[config.mk]
export PLATFORM = sky130hd
export DESIGN_NAME = mult_control_flat
export DESIGN_NICKNAME = d
export VERILOG_FILES = /design/src/rtl/mult_control_if.sv /design/src/rtl/mult_control.sv /design/src/flat_wrapper.sv
export SDC_FILE = /design/constraint.sdc
export NUM_CORES = 1
export LEC_CHECK = 0
export CORE_UTILIZATION = 25
export CTS_CLUSTER_SIZE = 8
export DETAILED_ROUTE_END_ITERATION = 12
export GPL_TIMING_DRIVEN = 0
export PLACE_DENSITY_LB_ADDON = 0.1
export SYNTH_ARGS = -nofsm -noshare
export SYNTH_HDL_FRONTEND = slang
export SYNTH_SLANG_ARGS = --single-unit
[constraint.sdc]
create_clock -name Clk -period 2.1 [get_ports Clk]
set_clock_uncertainty 0.1 [all_clocks]
set_input_delay 0.42 -clock Clk [delete_from_list [all_inputs] [get_ports Clk]]
set_output_delay 0.42 -clock Clk [all_outputs]
set_load 0.03 [all_outputs]
[src/rtl/mult_control_if.sv]
// Control/strobe bundle between mult_control and the X:A:B datapath.
// master = control unit, slave = datapath side.
interface mult_control_if;
  logic Execute;
  logic ClearA_LoadB;
  logic M;
  logic ld_b;
  logic clr_xa;
  logic add;
  logic sub;
  logic shift;
  logic busy;
  logic done;

  modport master (
    input  Execute, ClearA_LoadB, M,
    output ld_b, clr_xa, add, sub, shift, busy, done
  );

  modport slave (
    output Execute, ClearA_LoadB, M,
    input  ld_b, clr_xa, add, sub, shift, busy, done
  );
endinterface

[src/rtl/mult_control.sv]
// Sequencer for the 8-bit signed shift-add multiplier (clear, 8 eval/shift steps, hold).
// Optional MULT_SKIP_ZERO_ADD_EN: EVAL with M=0 shifts directly, skipping the SHIFT state.
module mult_control (
  input  logic           Clk,
  input  logic           Reset,
  mult_control_if.master ctl
);

  typedef enum logic [2:0] {StIdle, StClear, StEval, StShift, StHold} state_e;

  state_e     state_q;
  logic [2:0] k_q;
  logic       first_q;  // marks the first HOLD cycle so done is a single pulse

  always_ff @(posedge Clk) begin
    if (Reset) begin
      state_q <= StIdle;
      k_q     <= 3'd0;
      first_q <= 1'b0;
    end else begin
      first_q <= 1'b0;
      case (state_q)
        StIdle: begin
          if (ctl.Execute) begin
            state_q <= StClear;
            k_q     <= 3'd0;
          end
        end
        StClear: state_q <= StEval;
        StEval: begin
`ifdef MULT_SKIP_ZERO_ADD_EN
          if (!ctl.M) begin
            if (k_q == 3'd7) begin
              state_q <= StHold;
              first_q <= 1'b1;
            end else begin
              k_q <= k_q + 3'd1;
            end
          end else begin
            state_q <= StShift;
          end
`else
          state_q <= StShift;
`endif
        end
        StShift: begin
          if (k_q == 3'd7) begin
            state_q <= StHold;
            first_q <= 1'b1;
          end else begin
            k_q     <= k_q + 3'd1;
            state_q <= StEval;
          end
        end
        StHold: begin
          if (!ctl.Execute) state_q <= StIdle;
        end
        default: state_q <= StIdle;
      endcase
    end
  end

  logic ld_b, clr_xa, add, sub, shift, busy, done;

  // Strobes are gated by Reset so the datapath is untouched on the reset edge.
  always_comb begin
    ld_b   = 1'b0;
    clr_xa = 1'b0;
    add    = 1'b0;
    sub    = 1'b0;
    shift  = 1'b0;
    busy   = 1'b0;
    done   = 1'b0;
    if (!Reset) begin
      case (state_q)
        StIdle:  ld_b = ctl.ClearA_LoadB & ~ctl.Execute;
        StClear: begin
          clr_xa = 1'b1;
          busy   = 1'b1;
        end
        StEval: begin
          busy = 1'b1;
          if (ctl.M) begin
            if (k_q == 3'd7) sub = 1'b1;
            else             add = 1'b1;
          end
`ifdef MULT_SKIP_ZERO_ADD_EN
          else begin
            shift = 1'b1;
          end
`endif
        end
        StShift: begin
          shift = 1'b1;
          busy  = 1'b1;
        end
        StHold:  done = first_q;
        default: ;
      endcase
    end
  end

  assign ctl.ld_b   = ld_b;
  assign ctl.clr_xa = clr_xa;
  assign ctl.add    = add;
  assign ctl.sub    = sub;
  assign ctl.shift  = shift;
  assign ctl.busy   = busy;
  assign ctl.done   = done;

endmodule

[src/flat_wrapper.sv]
// flat-port wrapper written by rule: the top's interface ports become plain ports
module mult_control_flat 
  (Clk, Reset, ctl_Execute, ctl_ClearA_LoadB, ctl_M, ctl_ld_b, ctl_clr_xa, ctl_add, ctl_sub, ctl_shift, ctl_busy, ctl_done);
  mult_control_if ctl_i ();
  input  logic Clk;
  input  logic Reset;
  input wire logic [$bits(ctl_i.Execute)-1:0] ctl_Execute;
  input wire logic [$bits(ctl_i.ClearA_LoadB)-1:0] ctl_ClearA_LoadB;
  input wire logic [$bits(ctl_i.M)-1:0] ctl_M;
  output wire logic [$bits(ctl_i.ld_b)-1:0] ctl_ld_b;
  output wire logic [$bits(ctl_i.clr_xa)-1:0] ctl_clr_xa;
  output wire logic [$bits(ctl_i.add)-1:0] ctl_add;
  output wire logic [$bits(ctl_i.sub)-1:0] ctl_sub;
  output wire logic [$bits(ctl_i.shift)-1:0] ctl_shift;
  output wire logic [$bits(ctl_i.busy)-1:0] ctl_busy;
  output wire logic [$bits(ctl_i.done)-1:0] ctl_done;
  assign ctl_i.Execute = ctl_Execute;
  assign ctl_i.ClearA_LoadB = ctl_ClearA_LoadB;
  assign ctl_i.M = ctl_M;
  assign ctl_ld_b = ctl_i.ld_b;
  assign ctl_clr_xa = ctl_i.clr_xa;
  assign ctl_add = ctl_i.add;
  assign ctl_sub = ctl_i.sub;
  assign ctl_shift = ctl_i.shift;
  assign ctl_busy = ctl_i.busy;
  assign ctl_done = ctl_i.done;
  mult_control u_core (.Clk(Clk), .Reset(Reset), .ctl(ctl_i));
endmodule
### Word-level counts from Yosys, hierarchy flattened

Cells that the tools add are included.

* add/subtract/negate cells: 1
* eq/ne operators: 8
* mux-type cells: 25
* bitwise gates (word level): 3
* reduce and logical (&&, ||, !) cells: 6

Operators with widths (count)
* $mux W1: 18
* $mux W3: 5
* $pmux W3 S5: 1
* $eq A3 B2 Y1 const B: 2
* $eq A3 B3 Y1 const B: 2
* $ne A2 B2 Y1 const B: 3
* $pmux W3 S2: 1
* $add A3 B1 Y3 const B: 1
* $eq A3 B1 Y1 const B: 1
* $logic_not A3 Y1: 1
* $reduce_and A3 Y1: 1
* $reduce_or A3 Y1: 1
* $not A1 Y1: 2
* $reduce_and A2 Y1: 1
* $reduce_bool A2 Y1: 1
* $reduce_or A2 Y1: 1
* $and A1 B1 Y1: 1

* flip-flop bits (word level): 7
* input port bits: 5
* output and inout port bits: 7
* logic and storage cells: 46

### Logic depth before layout (Yosys ltp)

Gate-level depths: netlist (run 1).

* depth after elaboration: 5
* depth in mapped cells: 5

### Least setup slack after synthesis (run 1)

No wires, ideal clock.

* path kind: in2out
* start: input Reset
* end: output ctl_clr_xa
* data arrival time: 1587 ps
* data required time: 1580 ps
* setup slack: -7 ps
* stages: 2
* path through: clkbuf_2 > nor4b_1

* word-level cells in the longest chain between the ends: 1

RTL lines
* from (decl): RTL line flat_wrapper.sv:6 `input logic Reset;`
* $mux W1: RTL line mult_control.sv:74 `if (!Reset) begin`
* to (decl): RTL line flat_wrapper.sv:11 `output wire logic [$bits(ctl_i.clr_xa)-1:0] ctl_clr_xa;`

No other way between the ends.

### Worst setup path in the final report (run 1)

* start: input ctl_Execute
* end: output ctl_ld_b

* word-level cells in the longest chain between the ends: 4

RTL lines
* from (decl): RTL line flat_wrapper.sv:7 `input wire logic [$bits(ctl_i.Execute)-1:0] ctl_Execute;`
* $not A1 Y1: RTL line mult_control.sv:76 `StIdle: ld_b = ctl.ClearA_LoadB & ~ctl.Execute;`
* $and A1 B1 Y1: RTL line mult_control.sv:76
* $mux W1: RTL line mult_control.sv:75 `case (state_q)`
* $mux W1: RTL line mult_control.sv:74
* to (decl): RTL line flat_wrapper.sv:10 `output wire logic [$bits(ctl_i.ld_b)-1:0] ctl_ld_b;`

No other way between the ends.

==> metrics, run 1 <==
Die Area=roughly 1800 um^2; Worst setup EP type=output port; gr usage total=11.6%; core area=1510 um^2; placed cell count=70; Num CTS Buffers=3; Primary FF master, synth=dfxtp_1; max_slew headroom=80.5%; Max clock buf depth=2; via count=about 350; die width=42.3 um; WP buf/inv=2; count leader, synth=dfxtp_1; number of max-cap violations=0; Critical Path Max Stage Delay=~440 ps; Max Slew Vio Count=0; final critical-path share of the clock period=approximately 96%; status=finished clean; register area share after synthesis=34.5%; worst hold path type=input pin to flip-flop; initial core utilization=27.0%; I/O Pins=12; EDFF count, synth=0; Lkg Pwr=0.251 nW; CTS tree=yes; clock root cell=clkbuf_4; CP startpoint=ctl_Execute; highest-delay cell along the critical path=clkdlybuf4s50_1; overall routed net length=845 um; Final Hold Viols=0; post-route setup TNS=0 ps; critical-path cell list=clkdlybuf4s50_1 -> nor2_1 -> and3_1 -> clkdlybuf4s15_1; asr flop ratio synth=0%; Peak supply drop=246 uV; RePlAce Congestion=between 0.6 and 0.7; post-route cell area=553 um^2; fin crit period=2020 ps; Buffers on Ports=10; clk_lat worst skew=260 ps; Placed Area=between 500 and 600 um^2; Hold-fix buffers, CTS=0; Place WS=-233 ps; ranking of synthesized cells by area=dfxtp_1, ha_1, mux2i_1; first-pass GRT wire length=between 1.5 and 2 mm; cell family with most CP delay=buffers and inverters; area of the multi-input gates=253 um^2; ANT nets after route=0; initial antenna violation count=0; Layout Area Growth over Synthesis=36.0%; startpoint types=input pin; register area=141 um^2; Worst-path clk slew=60 ps; Std-Cell Rows=14; worst path arrival time=1500 ps; Worst Tran Pin Value=291 ps; CTS H-tree depth=1; synthesized area=407 um^2; Via density=4.69; Synth Instances=44; routed length per instance=11.4 um; Mean Syn Cell Area=9.24 um^2; drc violations=0; required time of the worst setup path=about 1600 ps; Hold Crit Start=Reset; drt first pass iters=2; dpl hpwl=approximately 630 um; RSZ-0062 raised after global routing=true; die height=42.3 um; share of layout cells above drive strength 1=approximately 26%; fin cells=74; Max Fclk=494 MHz; top cells by count, synth=dfxtp_1, nor2_1, nand2b_1; Syn. warnings=0; Sink Count=7; pin count of the biggest net entering global routing=10; layout filler cell count=177; #FFs+latches synth=7; final worst setup slack=76.1 ps; largest area contributor in the netlist=dfxtp_1; Cell variety after synth=22; total grt overflow=0; top cell type's share of synthesized area=34.5%; RR Startpoint=u_core.k_q[0]; Initial DRC Count=4; Crit Path Category=input pin to output port; vias in the first global route=342; Antenna diodes=0; Layout Nets=67; CP Max Fanout=3; PD cells=575 nW/um^2; post-synthesis net count=52; Final setup viols=0
-- path summary, 6_finish.rpt --
path / slack (ps) / cells past startpoint / endpoint
max: 80 / 4 / ctl_ld_b
min: 360 / 2 / u_core.state_q[2]
max reg2reg: 590 / 5 / u_core.k_q[0]
min reg2reg: 380 / 2 / u_core.k_q[1]
-- cell type report --
type | count | area share, %
clock buffers | 4 | 4.75
flip-flops and latches | 7 | 25.6
inverters | 1 | 0.679
multi-input cells | 33 | 45.7
well taps | 16 | 3.62
repair buffers | 10 | 15.8
plain buffers | 3 | 3.85
-- through the flow --
step           utilization, %  hold slack, ps  power [mW]
3_5_place_dp             35.4             387       0.198
3_3_place_gp             35.4             367       0.198
2_1_floorplan               -             355       0.178
5_1_grt                  36.7             392       0.334
6_report                 36.7             365       0.318
4_1_cts                  37.0             356       0.325
-- power by group --
group	switching, mW	internal [mW]	total [mW]	leakage [nW]
sequential	0.00403	0.137	0.141	0.0571
clock	0.0535	0.0728	0.126	0.0150
combinational	0.0283	0.0229	0.0512	0.179
-- kinds of logic (layout without fill, tap and decap cells) --
group                      Yosys count  after routing  synth area share (%)
adders and majority gates            3              3                  9.23
AOI/OAI and AO/OA                    2              2                  4.31
and+or+nand+nor                     25             25                  38.5
DFF                                  7              7                  34.5
buffers and inverters                4             18                  6.15
muxes                                3              3                  7.38
-- cell usage in the layout, fill, tap and decap left out, drive strengths merged --
cell type | synthesis | final
a21oi | 1 | 1
a31oi | 1 | 1
and2 | 2 | 2
and3 | 1 | 1
and4b | 1 | 1
and4bb | 1 | 1
buf | 2 | 3
clkbuf | 1 | 6
clkdlybuf4s15 | 0 | 2
clkdlybuf4s50 | 0 | 3
dfxtp | 7 | 7
dlygate4sd2 | 0 | 3
ha | 3 | 3
inv | 1 | 1
mux2i | 3 | 3
nand2 | 2 | 2
nand2b | 4 | 4
nand3 | 3 | 3
nand4b | 1 | 1
nor2 | 5 | 5
nor2b | 1 | 1
nor3 | 2 | 2
nor4b | 2 | 2
-- sequential cells by signal (all words and copies together), names as in the netlist --
name            count
u_core.state_q      3
u_core.k_q          3
u_core.first_q      1
-- timing repair --
action                                 in CTS  in global routing
cloned                                      0                  0
resized for setup                          12                  7
setup endpoints to repair                   7                  5
buffers inserted                            0                  0
endpoints found under the hold margin       0                  0
-- layer usage --
layer,share of wire (%),up-vias,wire [um],track usage (%)
met4,0,0,0,3.75
met3,7.5,0,63,6.90
met2,48,10,402,17.2
li1,-,180,-,-
met1,45,157,379,13.8
met5,0,-,0,0
-- worst reg2reg max path, stage by stage, from the launching register on --
cell and delay (ps):
dfxtp_1 350, ha_1 180, ha_1 220, nor2_1 70, a31oi_2 300, mux2i_1 220
Note: power is estimated with default switching activity, not from simulation.
==> run 2, diff against run 1 <==
--- a/config.mk
+++ b/config.mk
@@ -8,7 +8,6 @@
 export CORE_UTILIZATION = 25
 export CTS_CLUSTER_SIZE = 8
 export DETAILED_ROUTE_END_ITERATION = 12
-export GPL_TIMING_DRIVEN = 0
 export PLACE_DENSITY_LB_ADDON = 0.1
 export SYNTH_ARGS = -nofsm -noshare
 export SYNTH_HDL_FRONTEND = slang
==> run 2 against run 1 <==
  * Die area did not move
  * Register-to-register slack got worse by 60 ps
  * Power rose by 0.84%
  * Critical path type unchanged
  * Non-clock buffer count rose by 2
  * Combinational power rose by 7.6%
  * Highest routed layer is now met4
==> metrics, run 2 (synthesis gave the netlist of run 1 again) <==
die width=42.3 um (unchanged); Hold Path End=u_core.k_q[1]; PD cells=558 nW/um^2 (-3.1%); met3 usage=2.16% (-4.7 points); drt first pass iters=4 (+2); commonest non-fill, non-tap cells in the layout=buf_4, dfxtp_1, nand2b_1, clkdlybuf4s50_1; Final Hold Viols=0 (unchanged); core area=1510 um^2 (unchanged); Sink Count=7 (unchanged); worst path arrival time=1500 ps (about the same); drc violations=0 (unchanged); first-pass GRT wire length=1.37 mm (-9.6%); clk_lat worst skew=250 ps (about the same); Pwr Total=321 uW (+0.84%); Reg2Reg Setup Slack=530 ps (-60 ps); met2 Usage GRT=13.8% (-3.4 points); CP Max Fanout=8 (+5); critical-path cell list=clkdlybuf4s50_1 -> buf_4 -> and4bb_2 -> buf_4; final critical-path share of the clock period=96.1% (-0.32 points); startpoint types=input pin; worst hold margin=382 ps (+17.5 ps); clock root cell=clkbuf_4; Std-Cell Rows=14 (unchanged); post-route setup TNS=0 ps (unchanged); Layout Nets=69 (+3.0%); Buffers on Ports=11 (+1); CTS tree=yes; dpl hpwl=633 um (+0.56%); initial core utilization=27.0% (unchanged); cell mode on critical path=buf_4; biggest regs=u_core.k_q x3, u_core.state_q x3, u_core.first_q x1; GRT Max-Usage Layer=met1; Hold-fix buffers, CTS=0 (unchanged); Reg-to-Reg End=u_core.k_q[0]; Max Slew Vio Count=0 (unchanged); gr usage total=10.2% (-1.3 points); Layout Area Growth over Synthesis=41.5%; cell family with most CP delay=buffers and inverters; via count=350 (+0.86%); Antenna diodes=0 (unchanged); Worst Tran Pin Value=352 ps (+61.3 ps); Lkg Pwr=0.253 nW (+0.92%); most common cell after layout, fill and taps aside=buf_4; initial antenna violation count=0 (unchanged); Hold Crit Start=u_core.k_q[1]; Worst setup EP type=output port; Initial DRC Count=7 (+3); Worst-path clk slew=50 ps (about the same); status=finished clean; number of max-cap violations=0 (unchanged); Critical Path Max Stage Delay=430 ps (about the same); Die Area=1790 um^2 (unchanged); worst hold path type=flip-flop to flip-flop; vias in the first global route=313 (-8.5%); pin count of the biggest net entering global routing=10 (unchanged); RePlAce Congestion=0.623 (+0.61%); highest-delay cell along the critical path=clkdlybuf4s50_1; max_slew headroom=76.5% (-4.1 points); Final setup viols=0 (unchanged); WP buf/inv=3 (+1); total grt overflow=0 (unchanged); RR Startpoint=u_core.k_q[0]; required time of the worst setup path=1580 ps (about the same); RSZ-0062 raised after global routing=false; Max clock buf depth=2 (unchanged); ANT nets after route=0 (unchanged); CP startpoint=Reset; Peak supply drop=319 uV (+29%); Num CTS Buffers=3 (unchanged); Crit Path Category=input pin to output port; overall routed net length=806 um (-4.6%); FF-to-FF path depth=5 (unchanged); die height=42.3 um (unchanged); routed length per instance=10.6 um (-7.1%); CTS H-tree depth=1 (unchanged); fin crit period=2020 ps (-6.63 ps); share of layout cells above drive strength 1=36.7% (+11 points); Max Fclk=496 MHz (+0.33%); Worst Hold Depth=2 (unchanged); met1 Track Usage GR=14.0% (+0.23 points); I/O Pins=12 (unchanged); Via density=4.61 (-1.8%)
[run 2: changes by cell type in the layout (fill, tap and decap cells not counted), sizes merged]
cell,previous run,this run
clkdlybuf4s15,2,0
dlygate4sd2,3,0
clkbuf,6,4
clkdlybuf4s50,3,4
buf,3,11
[run 2: power by group]
group          switching, mW  total (mW)  internal, mW  leakage, nW
logic                 0.0255      0.0551        0.0296        0.181
registers            0.00872       0.145         0.136       0.0569
clock network         0.0481       0.121        0.0724       0.0150
[run 2: worst reg2reg max path, delay by kind of cell (launching register included)]
| kind | cells | cell delay, ps |
|---|---|---|
| AOI/OAI and AO/OA | 1 | 320 |
| and+or+nand+nor | 1 | 70 |
| adders and majority gates | 2 | 430 |
| muxes | 1 | 220 |
| DFF | 1 | 350 |
[run 2: timing repair]
item | in CTS | in global routing
setup buffers | 0 | 0
setup endpoints to repair | 0 | 2
gates resized for setup | 0 | 4
[run 2: layout make-up]
type                       instances  area [um^2]
inverter                           1         3.75
sequential                         7          140
clock buffer                       4         26.3
fill                             154          931
multi-input combinational         33          263
timing repair buffer              15          123
tap                               16         20.0
[run 2: how the worst max path moves through the flow]
stage           endpoint  slack, ps  cells past startpoint
3_5_place_dp     ctl_sub         50                      6
6_report       ctl_shift         80                      4
5_1_grt          ctl_add          2                      6
2_1_floorplan   ctl_busy        300                      2
4_1_cts          ctl_sub         40                      6
3_3_place_gp     ctl_sub         30                      6
[run 2: metal layers]
| metal | vias to the layer above | share of wire (%) |
|---|---|---|
| met4 | 0 | 0.62 |
| li1 | 185 | - |
| met2 | 8 | 44 |
| met5 | - | 0 |
| met3 | 2 | 7.1 |
| met1 | 155 | 48 |
[run 2: through the flow]
stage                     cell area, um^2  instances  worst slack [ps]  util [%]
final                                 576         76              82.8      38.2
after detailed placement              534         72              45.2      35.5
after global placement                534         72              28.6      35.5
after global routing                  576         76              2.37      38.2
after CTS                             561         76              43.5      37.2
after floorplan                       413         44               296         -
